[src/rtl/pktctrl_pkg.sv]
// Shared definitions for the capture packet controller: readout FSM encoding,
// packet header tag and default buffer/packet geometry.
package pktctrl_pkg;

    localparam int DEF_ADDR_W  = 15;
    localparam int DEF_PKT_LEN = 256;

    localparam logic [7:0] PKT_HDR_TAG = 8'hA5;

    typedef enum logic [1:0] {
        IDLE,
        HDR,
        DATA,
        DONE
    } rd_state_t;

endpackage

[src/rtl/rd_skid_fifo.sv]
// Two-entry synchronous FIFO that parks returned buffer read data while the
// packet output is stalled.
module rd_skid_fifo (
    input  logic        clk,
    input  logic        rst,
    input  logic        flush,
    input  logic        push,
    input  logic        pop,
    input  logic [15:0] din,
    output logic [15:0] dout,
    output logic [1:0]  count
);

    logic [15:0] mem [2];
    logic        wr_ptr;
    logic        rd_ptr;

    always_ff @(posedge clk) begin
        if (rst || flush) begin
            wr_ptr <= 1'b0;
            rd_ptr <= 1'b0;
            count  <= 2'd0;
        end else begin
            if (push) wr_ptr <= !wr_ptr;
            if (pop)  rd_ptr <= !rd_ptr;
            count <= count + {1'b0, push} - {1'b0, pop};
        end
    end

    always_ff @(posedge clk) begin
        if (push) mem[wr_ptr] <= din;
    end

    assign dout = mem[rd_ptr];

endmodule

[src/rtl/pkt_read_ctrl.sv]
// Readout side of the capture packet controller: walks the capture buffer and
// streams it out as header-prefixed packets over valid/ready.
//
// state | meaning
// IDLE  | waiting for a filled buffer (wr_done) that has not been read yet
// HDR   | presenting the header word of the current packet
// DATA  | presenting buffer data words of the current packet
// DONE  | all packets delivered; waits for rf_capture_start
module pkt_read_ctrl
    import pktctrl_pkg::*;
#(
    parameter int ADDR_W  = DEF_ADDR_W,
    parameter int PKT_LEN = DEF_PKT_LEN
) (
    input  logic              clk,
    input  logic              rst,
    input  logic              rf_capture_start,
    input  logic              wr_done,
    output logic              ren,
    output logic [ADDR_W-1:0] raddr,
    input  logic [15:0]       rdata,
    output logic              m_valid,
    input  logic              m_ready,
    output logic [15:0]       m_data,
    output logic              m_sop,
    output logic              m_eop,
    output logic              rd_busy,
    output logic              rd_done
);

    localparam int WORD_W = $clog2(PKT_LEN);
    localparam int PKT_W  = ADDR_W - WORD_W;

    rd_state_t         state;
    rd_state_t         state_nxt;
    logic [WORD_W-1:0] word_cnt;
    logic [PKT_W-1:0]  pkt_cnt;
    logic              inflight;
    logic              all_issued;

    logic [1:0]        fifo_count;
    logic [15:0]       fifo_head;
    logic              fifo_empty;
    logic              fifo_push;
    logic              fifo_pop;
    logic              data_pop;
    logic              last_word;
    logic              last_pkt;
    logic              credit_ok;

    assign fifo_empty = (fifo_count == 2'd0);
    assign last_word  = (word_cnt == WORD_W'(PKT_LEN - 1));
    assign last_pkt   = &pkt_cnt;
    assign data_pop   = m_valid && m_ready && (state == DATA) && !rf_capture_start;

    // Read data arriving into an empty FIFO bypasses it when consumed the same cycle.
    assign fifo_push  = inflight && !(fifo_empty && data_pop);
    assign fifo_pop   = data_pop && !fifo_empty;

    assign credit_ok  = ({1'b0, fifo_count} + {2'b00, inflight}) < (3'd2 + {2'b00, data_pop});
    assign ren        = ((state == HDR) || (state == DATA)) && !all_issued
                        && !rf_capture_start && credit_ok;

    rd_skid_fifo u_skid (
        .clk   (clk),
        .rst   (rst),
        .flush (rf_capture_start),
        .push  (fifo_push),
        .pop   (fifo_pop),
        .din   (rdata),
        .dout  (fifo_head),
        .count (fifo_count)
    );

    always_ff @(posedge clk) begin
        if (rst) begin
            state <= IDLE;
        end else begin
            state <= state_nxt;
        end
    end

    always_comb begin
        state_nxt = state;
        m_valid   = 1'b0;
        m_data    = 16'h0000;
        m_sop     = 1'b0;
        m_eop     = 1'b0;
        rd_busy   = 1'b0;
        case (state)
            IDLE: begin
                if (wr_done && !rd_done) state_nxt = HDR;
            end
            HDR: begin
                rd_busy = 1'b1;
                m_valid = 1'b1;
                m_sop   = 1'b1;
                m_data  = {PKT_HDR_TAG, 8'(pkt_cnt)};
                if (m_ready) state_nxt = DATA;
            end
            DATA: begin
                rd_busy = 1'b1;
                m_valid = !fifo_empty || inflight;
                m_data  = fifo_empty ? rdata : fifo_head;
                m_eop   = last_word;
                if (m_valid && m_ready && last_word) state_nxt = last_pkt ? DONE : HDR;
            end
            DONE: begin
                state_nxt = DONE;
            end
            default: state_nxt = IDLE;
        endcase
        if (rf_capture_start) state_nxt = IDLE;
    end

    always_ff @(posedge clk) begin
        if (rst || rf_capture_start) begin
            raddr      <= '0;
            word_cnt   <= '0;
            pkt_cnt    <= '0;
            inflight   <= 1'b0;
            all_issued <= 1'b0;
            rd_done    <= 1'b0;
        end else begin
            inflight <= ren;
            if (ren) begin
                raddr <= raddr + 1'b1;
                if (&raddr) all_issued <= 1'b1;
            end
            if (data_pop) begin
                word_cnt <= word_cnt + 1'b1;
                if (last_word) begin
                    if (last_pkt) rd_done <= 1'b1;
                    else          pkt_cnt <= pkt_cnt + 1'b1;
                end
            end
        end
    end

endmodule

[config.mk]
export PLATFORM = sky130hd
export DESIGN_NAME = pkt_read_ctrl
export DESIGN_NICKNAME = d
export VERILOG_FILES = /design/src/rtl/pktctrl_pkg.sv /design/src/rtl/rd_skid_fifo.sv /design/src/rtl/pkt_read_ctrl.sv
export SDC_FILE = /design/constraint.sdc
export NUM_CORES = 1
export LEC_CHECK = 0
export ABC_AREA = 0
export ABC_CLOCK_PERIOD_IN_PS = 3100
export BUFFER_PORTS_ARGS = -buffer_cell sky130_fd_sc_hd__buf_4
export CORE_UTILIZATION = 56
export DETAILED_ROUTE_END_ITERATION = 7
export GPL_TIMING_DRIVEN = 0
export PLACE_DENSITY_LB_ADDON = 0.3
export SLEW_MARGIN = 20
export SYNTH_ARGS = -nofsm -noshare
export SYNTH_HDL_FRONTEND = slang
export SYNTH_SLANG_ARGS = --single-unit
[constraint.sdc]
create_clock -name clk -period 3.1 [get_ports clk]
set_clock_uncertainty 0.1 [all_clocks]
set_input_delay 0.31 -clock clk [delete_from_list [all_inputs] [get_ports clk]]
set_output_delay 0.31 -clock clk [all_outputs]
set_load 0.02 [all_outputs]
==> results_dict.tcl <==
set metrics [dict create \
    post_cts_buffers 0 \
    io_buffers 56 \
    rr_startpoint "state[0]" \
    area_delta_synth_final_pct 21.3 \
    fmax_mhz 334 \
    outcome "complete, no violations" \
    synth_compound_area_share_pct 13.7 \
    diodes 0 \
    rsz0062_at_grt "true" \
    grt_pass1_wl_um 13200 \
    ir_worst_vdd_mv 0.274 \
    route.vias.total 3074 \
    syn_nets 389 \
    dr.pass1.iters 5 \
    cp_slowest_stage_delay_ns 0.36 \
    yosys.area_share.xor_xnor_pct 2.24 \
    path_buf_inv 4 \
    total_power_mw 1.94 \
    yosys_warnings 0 \
    cts_buffer_depth 2 \
    gp_congestion 0.842 \
    setup_viol 0 \
    rows 28 \
    ios 58 \
    gr-total-overflow 0 \
    slew_headroom_pct 31.6 \
    p_leak_nw 1.55 \
    core_area_um2 5990 \
    die_w_um 81.2 \
    drc_errors 0 \
    syn_area_per_cell_um2 9.84 \
    grt_start_max_net_pins 17 \
    grtUsageTotal_pct 26.4 \
    path_cells "inv_1, ha_1, nor4_2, o31a_1, clkbuf_1, clkbuf_2, nor2_1, buf_4" \
    worst_ep_arrival_time_ns 2.58 \
    htreeDepth 3 \
    synth.mux.area_fraction_pct 5.98 \
    cap_violations 0 \
    yosys.area_share.simple_pct 20.4 \
    vias_per_cell 6.10 \
    numCtsBuffers 9 \
    final_layout_size_suffix_gt1_share_pct 19.6 \
    drt-total-wl_um 8210 \
    dieArea_um2 6600 \
    fp.dieH_um 81.2 \
    insertion_delay_ns 0.35 \
    root_buffer "clkbuf_8" \
    syn_area_um2 3510 \
    synth_adder_area_share_pct 3.92 \
    critPathMaxFanout 10 \
    hp-start "rdata[14]" \
    crit_path_start "state[1]" \
    ys_seq_elements 72 \
    maxSlewViolCount 0 \
    dp_hpwl_um 5700 \
    cp_top_family "buffers and inverters" \
    min_path_type "input pin to register" \
    start_util_pct 58.7 \
    fin_nets 456 \
    worstMarginPinSlew_ns 1.01 \
    final_common_cell "buf_4" \
    place_ws_ns 0.0640 \
    crit_path_top_delay_cell "nor4_2" \
    cts_tree "done" \
    endpoint_kind "output pin" \
    ant_nets 0 \
    clk_pin_slew_ns 0.08 \
    worstPathRequired_ns 2.69 \
    syn_inst 357 \
    yosysUniqueCellTypes 45 \
    setup_ws_ns 0.106 \
    power_density_nw_per_um2 454 \
    wl_per_cell_um 16.3 \
    post-route-period-util_pct 96.6 \
    startpoint_type "register" \
    clkSinkCount 72 \
    synth_top_family_by_area "simple AND/OR/NAND/NOR gates" \
    fin_crit_ns 2.99 \
    final_cell_mix "buf_4, dfxtp_1, nor2_1, edfxtp_1, a21oi_1" \
    dr.first_iter.drc_count 212 \
    grt_antenna_before_repair 0 \
    yosysSeqAreaShare_pct 50.1 \
    hold_viol 0 \
    first_global_vias 2822 \
    worstSetupPathType "register to output pin" \
]
-- state kept, by name (all words and copies together), names as in the netlist, named ones only --
register and flops:
all_issued 1, inflight 1, pkt_cnt 7, raddr 15, rd_done 1, state 2, u_skid.count 2, u_skid.mem 32
u_skid.rd_ptr 1, u_skid.wr_ptr 1, word_cnt 8
-- worst register-to-register path: stages, from the launching register on --
cell      delay, ns
dfxtp_1        0.38
inv_1          0.10
ha_2           0.36
nand4b_4       0.14
clkbuf_1       0.39
o21ai_0        0.35
nor2_2         0.77
-- final cells by class --
type / instances / area [um2]
flip-flops and latches: 72 / 1760
fillers: 468 / 1730
multi-input cells: 256 / 1640
repair buffers: 56 / 420
clock buffers: 10 / 128
plain buffers: 21 / 96.3
well taps: 75 / 93.8
clock inverters: 6 / 92.6
inverters: 8 / 30.0
-- through the flow --
step	utilization, %	instance area, um2	setup TNS, ns	instances	hold slack [ns]
after floorplan	-	3510	0	357	0.309
after global placement	67.3	4030	-7.18	488	0.361
after detailed placement	67.3	4030	0	488	0.369
after CTS	71.0	4260	0	504	0.0420
after global routing	71.2	4260	-1.21	504	0.0417
final	71.2	4260	0	504	0.0495
-- Yosys cell counts, drive strengths merged --
library cell | n | share of area [%]
edfxtp | 32 | 27
a31oi | 1 | 0.18
a221oi | 1 | 0.25
ha | 11 | 3.9
nand2 | 22 | 2.3
nor2 | 41 | 4.4
nor4b | 2 | 0.50
o31a | 2 | 0.50
o2111ai | 1 | 0.25
buf | 4 | 0.89
dfxtp | 40 | 23
xnor2 | 8 | 2.0
and4 | 2 | 0.50
nor4 | 6 | 1.1
a41oi | 2 | 0.50
nand3b | 1 | 0.21
a31o | 2 | 0.50
a211oi | 6 | 1.3
nor3 | 6 | 0.85
o21a | 2 | 0.43
and2 | 3 | 0.53
or4 | 8 | 1.7
o31ai | 10 | 2.1
nor4bb | 1 | 0.28
o21ai | 20 | 2.8
nand4b | 1 | 0.68
and3 | 3 | 0.53
inv | 8 | 0.85
mux2i | 21 | 6.0
o211ai | 1 | 0.21
nand2b | 2 | 0.36
nand4 | 10 | 1.8
clkbuf | 17 | 1.8
a41o | 1 | 0.28
or4b | 1 | 0.28
nor3b | 1 | 0.21
or3 | 11 | 2.0
nand3 | 12 | 1.7
xor2 | 1 | 0.25
a2bb2oi | 1 | 0.25
or2 | 3 | 0.53
a21oi | 29 | 4.1
-- kinds of logic (layout without fill, tap and decap cells) --
kind of cell	after synthesis	after routing
XOR/XNOR	9	9
AO/OA/AOI/OAI	79	79
adder cells (fa/ha/maj)	11	11
flip-flops	72	72
multiplexers	21	21
AND/OR/NAND/NOR	136	136
buffers and inverters	29	101
-- where the power goes --
part           internal (mW)  switching [mW]  total [mW]
clock network          0.457           0.369       0.826
logic                 0.0465          0.0668       0.113
registers              0.994         0.00308       0.997
total                   1.50           0.439        1.94
-- repair_timing --
action / CTS / global route
hold buffers: 0 / 0
endpoints found under the setup margin: 1 / 33
resized for setup: 1 / 2
-- final timing paths --
| check | depth (start not counted) | slack (ns) | end |
|---|---|---|---|
| worst max-delay path | 8 | 0.11 | ren |
| worst min-delay path | 1 | 0.05 | u_skid.mem[0][14] |
| worst max register to register | 6 | 0.14 | u_skid.mem[1][5] |
| worst min register to register | 2 | 0.39 | word_cnt[6] |
-- per-layer routing --
| layer | vias to the layer above | GRT usage (%) | part of all wire, % |
|---|---|---|---|
| met2 | 125 | 43.9 | 49 |
| met3 | 15 | 4.04 | 5.9 |
| li1 | 1470 | - | - |
| met4 | 0 | 12.5 | 1.5 |
| met5 | - | 0 | 0 |
| met1 | 1464 | 33.4 | 43 |
Note: power is estimated with default switching activity, not from simulation.
